===== src/rtl/imem_loader.sv =====
// imem_loader: boot-time program loader.
// Parses a framed byte stream (sync, 16-bit word count, little-endian data
// words, 8-bit additive checksum) and writes each assembled word into the
// instruction memory. Holds the core in reset until a frame is accepted.
//
// state  | meaning
// IDLE   | waiting for SYNC_BYTE, other bytes dropped
// LEN_LO | expecting low byte of word count
// LEN_HI | expecting high byte, range check of word count
// DATA   | collecting 4 bytes of the next word
// WRITE  | single-cycle memory write, byte link stalled
// CHECK  | expecting checksum byte
module imem_loader #(
    parameter int          WORD_SIZE = 32,
    parameter int          NUM_WORDS = 1024,
    parameter int          ADDR_SIZE = $clog2(NUM_WORDS),
    parameter logic [7:0]  SYNC_BYTE = 8'hA5
) (
    input  logic                 clk,
    input  logic                 rst,
    input  logic [7:0]           rx_data,
    input  logic                 rx_valid,
    output logic                 rx_ready,
    output logic                 imem_we,
    output logic [ADDR_SIZE-1:0] imem_addr,
    output logic [WORD_SIZE-1:0] imem_wdata,
    output logic                 core_hold,
    output logic                 load_done,
    output logic                 load_error,
    output logic [ADDR_SIZE:0]   words_loaded
);

    typedef enum logic [2:0] {
        S_IDLE   = 3'd0,
        S_LEN_LO = 3'd1,
        S_LEN_HI = 3'd2,
        S_DATA   = 3'd3,
        S_WRITE  = 3'd4,
        S_CHECK  = 3'd5
    } state_t;

    localparam logic [31:0]          MAX_LEN  = NUM_WORDS;
    localparam logic [ADDR_SIZE-1:0] ADDR_ONE = 1;
    localparam logic [ADDR_SIZE:0]   CNT_ONE  = 1;

    state_t                 state_q, state_d;
    logic [15:0]            len_q, len_d;
    logic [ADDR_SIZE-1:0]   addr_q, addr_d;
    logic [ADDR_SIZE:0]     words_q, words_d;
    logic [WORD_SIZE-1:0]   word_q, word_d;
    logic [1:0]             byte_cnt_q, byte_cnt_d;
    logic [7:0]             cksum_q, cksum_d;
    logic                   rx_ready_q, rx_ready_d;
    logic                   we_q, we_d;
    logic                   hold_q, hold_d;
    logic                   done_q, done_d;
    logic                   err_q, err_d;

    logic                   xfer;
    logic [15:0]            len_full;
    logic [ADDR_SIZE:0]     words_inc;

    assign xfer      = rx_valid & rx_ready_q;
    assign len_full  = {rx_data, len_q[7:0]};
    assign words_inc = words_q + CNT_ONE;

    assign rx_ready     = rx_ready_q;
    assign imem_we      = we_q;
    assign imem_addr    = addr_q;
    assign imem_wdata   = word_q;
    assign core_hold    = hold_q;
    assign load_done    = done_q;
    assign load_error   = err_q;
    assign words_loaded = words_q;

    // State and datapath registers, all cleared asynchronously.
    always_ff @(posedge clk or negedge rst) begin
        if (!rst) begin
            state_q    <= S_IDLE;
            len_q      <= '0;
            addr_q     <= '0;
            words_q    <= '0;
            word_q     <= '0;
            byte_cnt_q <= '0;
            cksum_q    <= '0;
            rx_ready_q <= 1'b0;
            we_q       <= 1'b0;
            hold_q     <= 1'b1;
            done_q     <= 1'b0;
            err_q      <= 1'b0;
        end else begin
            state_q    <= state_d;
            len_q      <= len_d;
            addr_q     <= addr_d;
            words_q    <= words_d;
            word_q     <= word_d;
            byte_cnt_q <= byte_cnt_d;
            cksum_q    <= cksum_d;
            rx_ready_q <= rx_ready_d;
            we_q       <= we_d;
            hold_q     <= hold_d;
            done_q     <= done_d;
            err_q      <= err_d;
        end
    end

    // Frame parser: next state, datapath updates and registered strobes.
    always_comb begin
        state_d    = state_q;
        len_d      = len_q;
        addr_d     = addr_q;
        words_d    = words_q;
        word_d     = word_q;
        byte_cnt_d = byte_cnt_q;
        cksum_d    = cksum_q;
        hold_d     = hold_q;
        done_d     = done_q;
        err_d      = err_q;
        we_d       = 1'b0;

        unique case (state_q)
            S_IDLE: begin
                if (xfer && rx_data == SYNC_BYTE) begin
                    state_d    = S_LEN_LO;
                    done_d     = 1'b0;
                    err_d      = 1'b0;
                    words_d    = '0;
                    byte_cnt_d = '0;
                    cksum_d    = '0;
                    addr_d     = '0;
                    hold_d     = 1'b1;
                end
            end
            S_LEN_LO: begin
                if (xfer) begin
                    len_d   = {len_q[15:8], rx_data};
                    state_d = S_LEN_HI;
                end
            end
            S_LEN_HI: begin
                if (xfer) begin
                    len_d = len_full;
                    if (32'(len_full) > MAX_LEN) begin
                        err_d   = 1'b1;
                        state_d = S_IDLE;
                    end else if (len_full == 16'd0) begin
                        state_d = S_CHECK;
                    end else begin
                        state_d = S_DATA;
                    end
                end
            end
            S_DATA: begin
                if (xfer) begin
                    // Shift right so the first byte of the word ends up in [7:0].
                    word_d     = {rx_data, word_q[WORD_SIZE-1:8]};
                    cksum_d    = cksum_q + rx_data;
                    byte_cnt_d = byte_cnt_q + 2'd1;
                    if (byte_cnt_q == 2'd3) begin
                        we_d    = 1'b1;
                        state_d = S_WRITE;
                    end
                end
            end
            S_WRITE: begin
                addr_d  = addr_q + ADDR_ONE;
                words_d = words_inc;
                if (32'(words_inc) == 32'(len_q)) begin
                    state_d = S_CHECK;
                end else begin
                    state_d = S_DATA;
                end
            end
            S_CHECK: begin
                if (xfer) begin
                    state_d = S_IDLE;
                    if (rx_data == cksum_q) begin
                        done_d = 1'b1;
                        hold_d = 1'b0;
                    end else begin
                        err_d  = 1'b1;
                    end
                end
            end
            default: begin
                state_d = S_IDLE;
            end
        endcase
    end

    // The byte link stalls only while the write cycle is in progress.
    always_comb begin
        rx_ready_d = (state_d != S_WRITE);
    end

endmodule

===== config.mk =====
export PLATFORM = sky130hd
export DESIGN_NAME = imem_loader
export DESIGN_NICKNAME = d
export VERILOG_FILES = /design/src/rtl/imem_loader.sv
export SDC_FILE = /design/constraint.sdc
export NUM_CORES = 1
export LEC_CHECK = 0
export CAP_MARGIN = 40
export CORE_ASPECT_RATIO = 1.4
export CORE_MARGIN = 2
export CORE_UTILIZATION = 58
export DETAILED_ROUTE_END_ITERATION = 10
export PLACE_DENSITY = 0.93
export SLEW_MARGIN = 30
export SYNTH_ARGS = -nofsm -noshare
export SYNTH_HDL_FRONTEND = slang
export SYNTH_SLANG_ARGS = --single-unit

===== constraint.sdc =====
create_clock -name clk -period 4.8 [get_ports clk]
set_clock_uncertainty 0.15 [all_clocks]
set_input_delay 0.48 -clock clk [delete_from_list [all_inputs] [get_ports clk]]
set_output_delay 0.48 -clock clk [all_outputs]
set_load 0.01 [all_outputs]

==> results.md <==
* Mean Syn Cell Area at 8.96 um^2
* CP startpoint: words_loaded[0]
* H-tree levels at 3
* Syn nets at roughly 500
* Area of the multi-input gates at 2040 um^2
* Fmax at between 0.3 and 0.4 GHz
* CTS sink cnt at 87
* Critical Path RT at 4.90 ns
* Root buf cell: clkbuf_8
* WL per Instance at 16.2 um
* Post-Syn Instances at 485
* Crit end category: flop
* Async set-or-reset flop fraction in the synthesized netlist at 1.00
* Final hold vios at 0
* Core region area at between 7000 and 8000 um^2
* Crit Path Class: flop to flop
* Nets at around 570
* Power Dens Cells at 396 nW/um^2
* Worst vdd ir at ~0.34 mV
* Initial DRC count at 246
* GR Overflow Total at 0
* Die Wd at 77.2 um
* Endpoints failing setup at 0
* Port bufs at ~70
* Area contributors post-synth: dfrtp_1 (50%), nand2_1 (12%), o21ai_0 (4.6%)
* Cts bufs inserted at 9
* Synth cell types at 49
* Number of synthesized flops with an enable pin at 0
* DRT Pass-1 Iters at 5
* Area share of the largest cell type after synthesis at 0.495
* Cell taking the most area after synthesis: dfrtp_1
* Sequential-to-total area share from yosys stat at 0.501
* Relative slew slack at 0.576
* Share of cells above drive strength 1 at 0.0726
* FF-to-FF Start: words_loaded[0]
* Type of the worst min-delay path: flop to flop
* Vias per inst at 5.89
* Total routed wirelength at roughly 10000 um
* Global-route wire length before repair at 17400 um
* Register Area at 2180 um^2
* Max clock buf depth at 2
* Fill count at 541
* Most frequent cells in the layout: nand2_1 (134), dfrtp_1 (86), clkdlybuf4s50_1 (67), o21ai_0 (40), nor2_1 (32)
* Critical hold path startpoint: core_hold
* Min cycle time layout at 3.03 ns
* N_diodes at 0
* CTS tree: done
* Pin count of the biggest net entering global routing at 88
* Post-CTS Resized at 0
* Initial antenna violation count at 0
* Period utilization at 0.632
* Routability cong. at 0.920
* Status: complete, no violations
* Row Count at 37
* Final TNS setup at 0 ns
* RSZ-0062 raised after global routing: no
* Most common cell after layout, fill and taps aside: nand2_1
* DRC Markers at 0
* Io pins at 69
* Critical-path maximum fanout at 6
* Leak pwr at approximately 0.0025 uW
* GRT Total Usage at 0.266
* Area of the die at a little over 8000 um^2
* Routed Antenna Nets at 0
* HPWL after DPL at 7310 um
* Cell Area, Synth at 4350 um^2
* Slew Limit Fails at 0
* Clock Latency Late Sink at 0.37 ns
* Startpoint types: flop
* Initial Util at 0.594
* Routed vias at 3815
* Post-layout util at 0.726
* WP data arrival at ~3.1 ns
* Max Cap Viol at 0
* Die height at 106 um
* Top_reg_cell synth: dfrtp_1
* Clk pin slew, worst setup/hold paths at 0.09 ns
* Worst-Margin Slew at 0.633 ns
* Yosys reg bits at 87
* Post-CTS Setup Bufs at 0
* Synth Warn # at 0
* Via count of the first global-routing pass at approximately 3700
* Syn-to-layout area delta at 22.2%
==> cell usage after synthesis (2+ instances only) <==
cell type	n
nand2_1	134
o31ai_1	4
mux2_2	10
and2_1	5
nor3_1	7
nor2b_1	3
o21bai_1	3
o211ai_1	2
clkbuf_1	18
o21ai_0	40
buf_4	5
nor2_1	33
or4_1	3
or2_2	3
mux2i_1	3
xor2_1	9
a31oi_1	4
or3_1	3
o22ai_1	2
o21a_1	3
xnor2_1	11
o41ai_1	3
nor4_1	6
a21oi_1	16
ha_1	10
nand4_1	5
nand2b_1	4
nand3_1	25
inv_1	5
dfrtp_1	86
and3_1	2
==> routing by layer <==
layer	vias up	track usage	routed length (um)	share of wire
met3	27	0.0552	672	0.064
li1	1789	-	-	-
met5	-	0	0	0
met2	150	0.459	5640	0.54
met1	1849	0.326	3970	0.38
met4	0	0.107	206	0.020
==> worst max-delay path, cell delays in order (launching register included) <==
cell	delay, ns
dfrtp_1	0.49
ha_1	0.33
nand3_1	0.18
or4_1	0.41
and3_1	0.20
o31a_1	0.29
or4_4	0.55
a211o_1	0.31
==> layout make-up <==
| type | instances | area share |
|---|---|---|
| clock inverters | 3 | 0.00495 |
| clock buffers | 13 | 0.0299 |
| inverters | 5 | 0.00353 |
| flip-flops and latches | 87 | 0.410 |
| well taps | 97 | 0.0229 |
| multi-input cells | 368 | 0.384 |
| repair buffers | 75 | 0.145 |
==> worst paths after layout <==
path | endpoint | slack [ns] | cells after the start
max in group asynchronous | len_q[15] | 3.58 | 3
min in group asynchronous | cksum_q[7] | 0.34 | 2
max | state_q[1] | 1.77 | 7
min | core_hold | 0.33 | 2
max reg2reg | state_q[1] | 1.77 | 7
min reg2reg | core_hold | 0.33 | 2
==> report_power, final <==
part	total, uW	leakage [uW]	switching (uW)	internal (uW)
sequential	1020	0.00116	141	880
combinational	601	0.00121	291	310
clock	481	0.0000942	261	221
total	2100	0.00247	692	1410
==> state kept, by name, indices dropped and copies added (netlist names) <==
signal	count
len_q	16
words_loaded	11
cksum_q	8
load_error	1
rx_ready	1
state_q	3
imem_we	1
imem_addr	10
core_hold	1
byte_cnt_q	2
imem_wdata	32
load_done	1
==> logic make-up after synthesis <==
| logic type | synth area share |
|---|---|
| compound gates | 0.115 |
| xor+xnor | 0.0403 |
| fa+ha+maj | 0.0334 |
| buf+inv | 0.0305 |
| flops | 0.501 |
| mux | 0.0328 |
| simple gates | 0.246 |
==> timing repair <==
item / 4_1_cts / 5_1_grt
endpoints found under the setup margin: 0 / 0
hold endpoints to repair: 0 / 12
hold buffers: 0 / 1
==> per-stage QoR <==
step / hold WS [ns] / setup slack (ns) / cell area (um^2) / std cells / total power, uW
after CTS: 0.0302 / 1.83 / 5250 / 645 / 2100
after floorplan: 0.0344 / 2.05 / 4350 / 485 / 1390
after detailed placement: 0.316 / 1.68 / 5070 / 629 / 1620
after global placement: 0.307 / 1.75 / 5050 / 627 / 1580
final: 0.334 / 1.77 / 5310 / 648 / 2100
after global routing: 0.337 / 1.66 / 5310 / 648 / 2230
No activity file was read; power rests on OpenSTA's default activity.
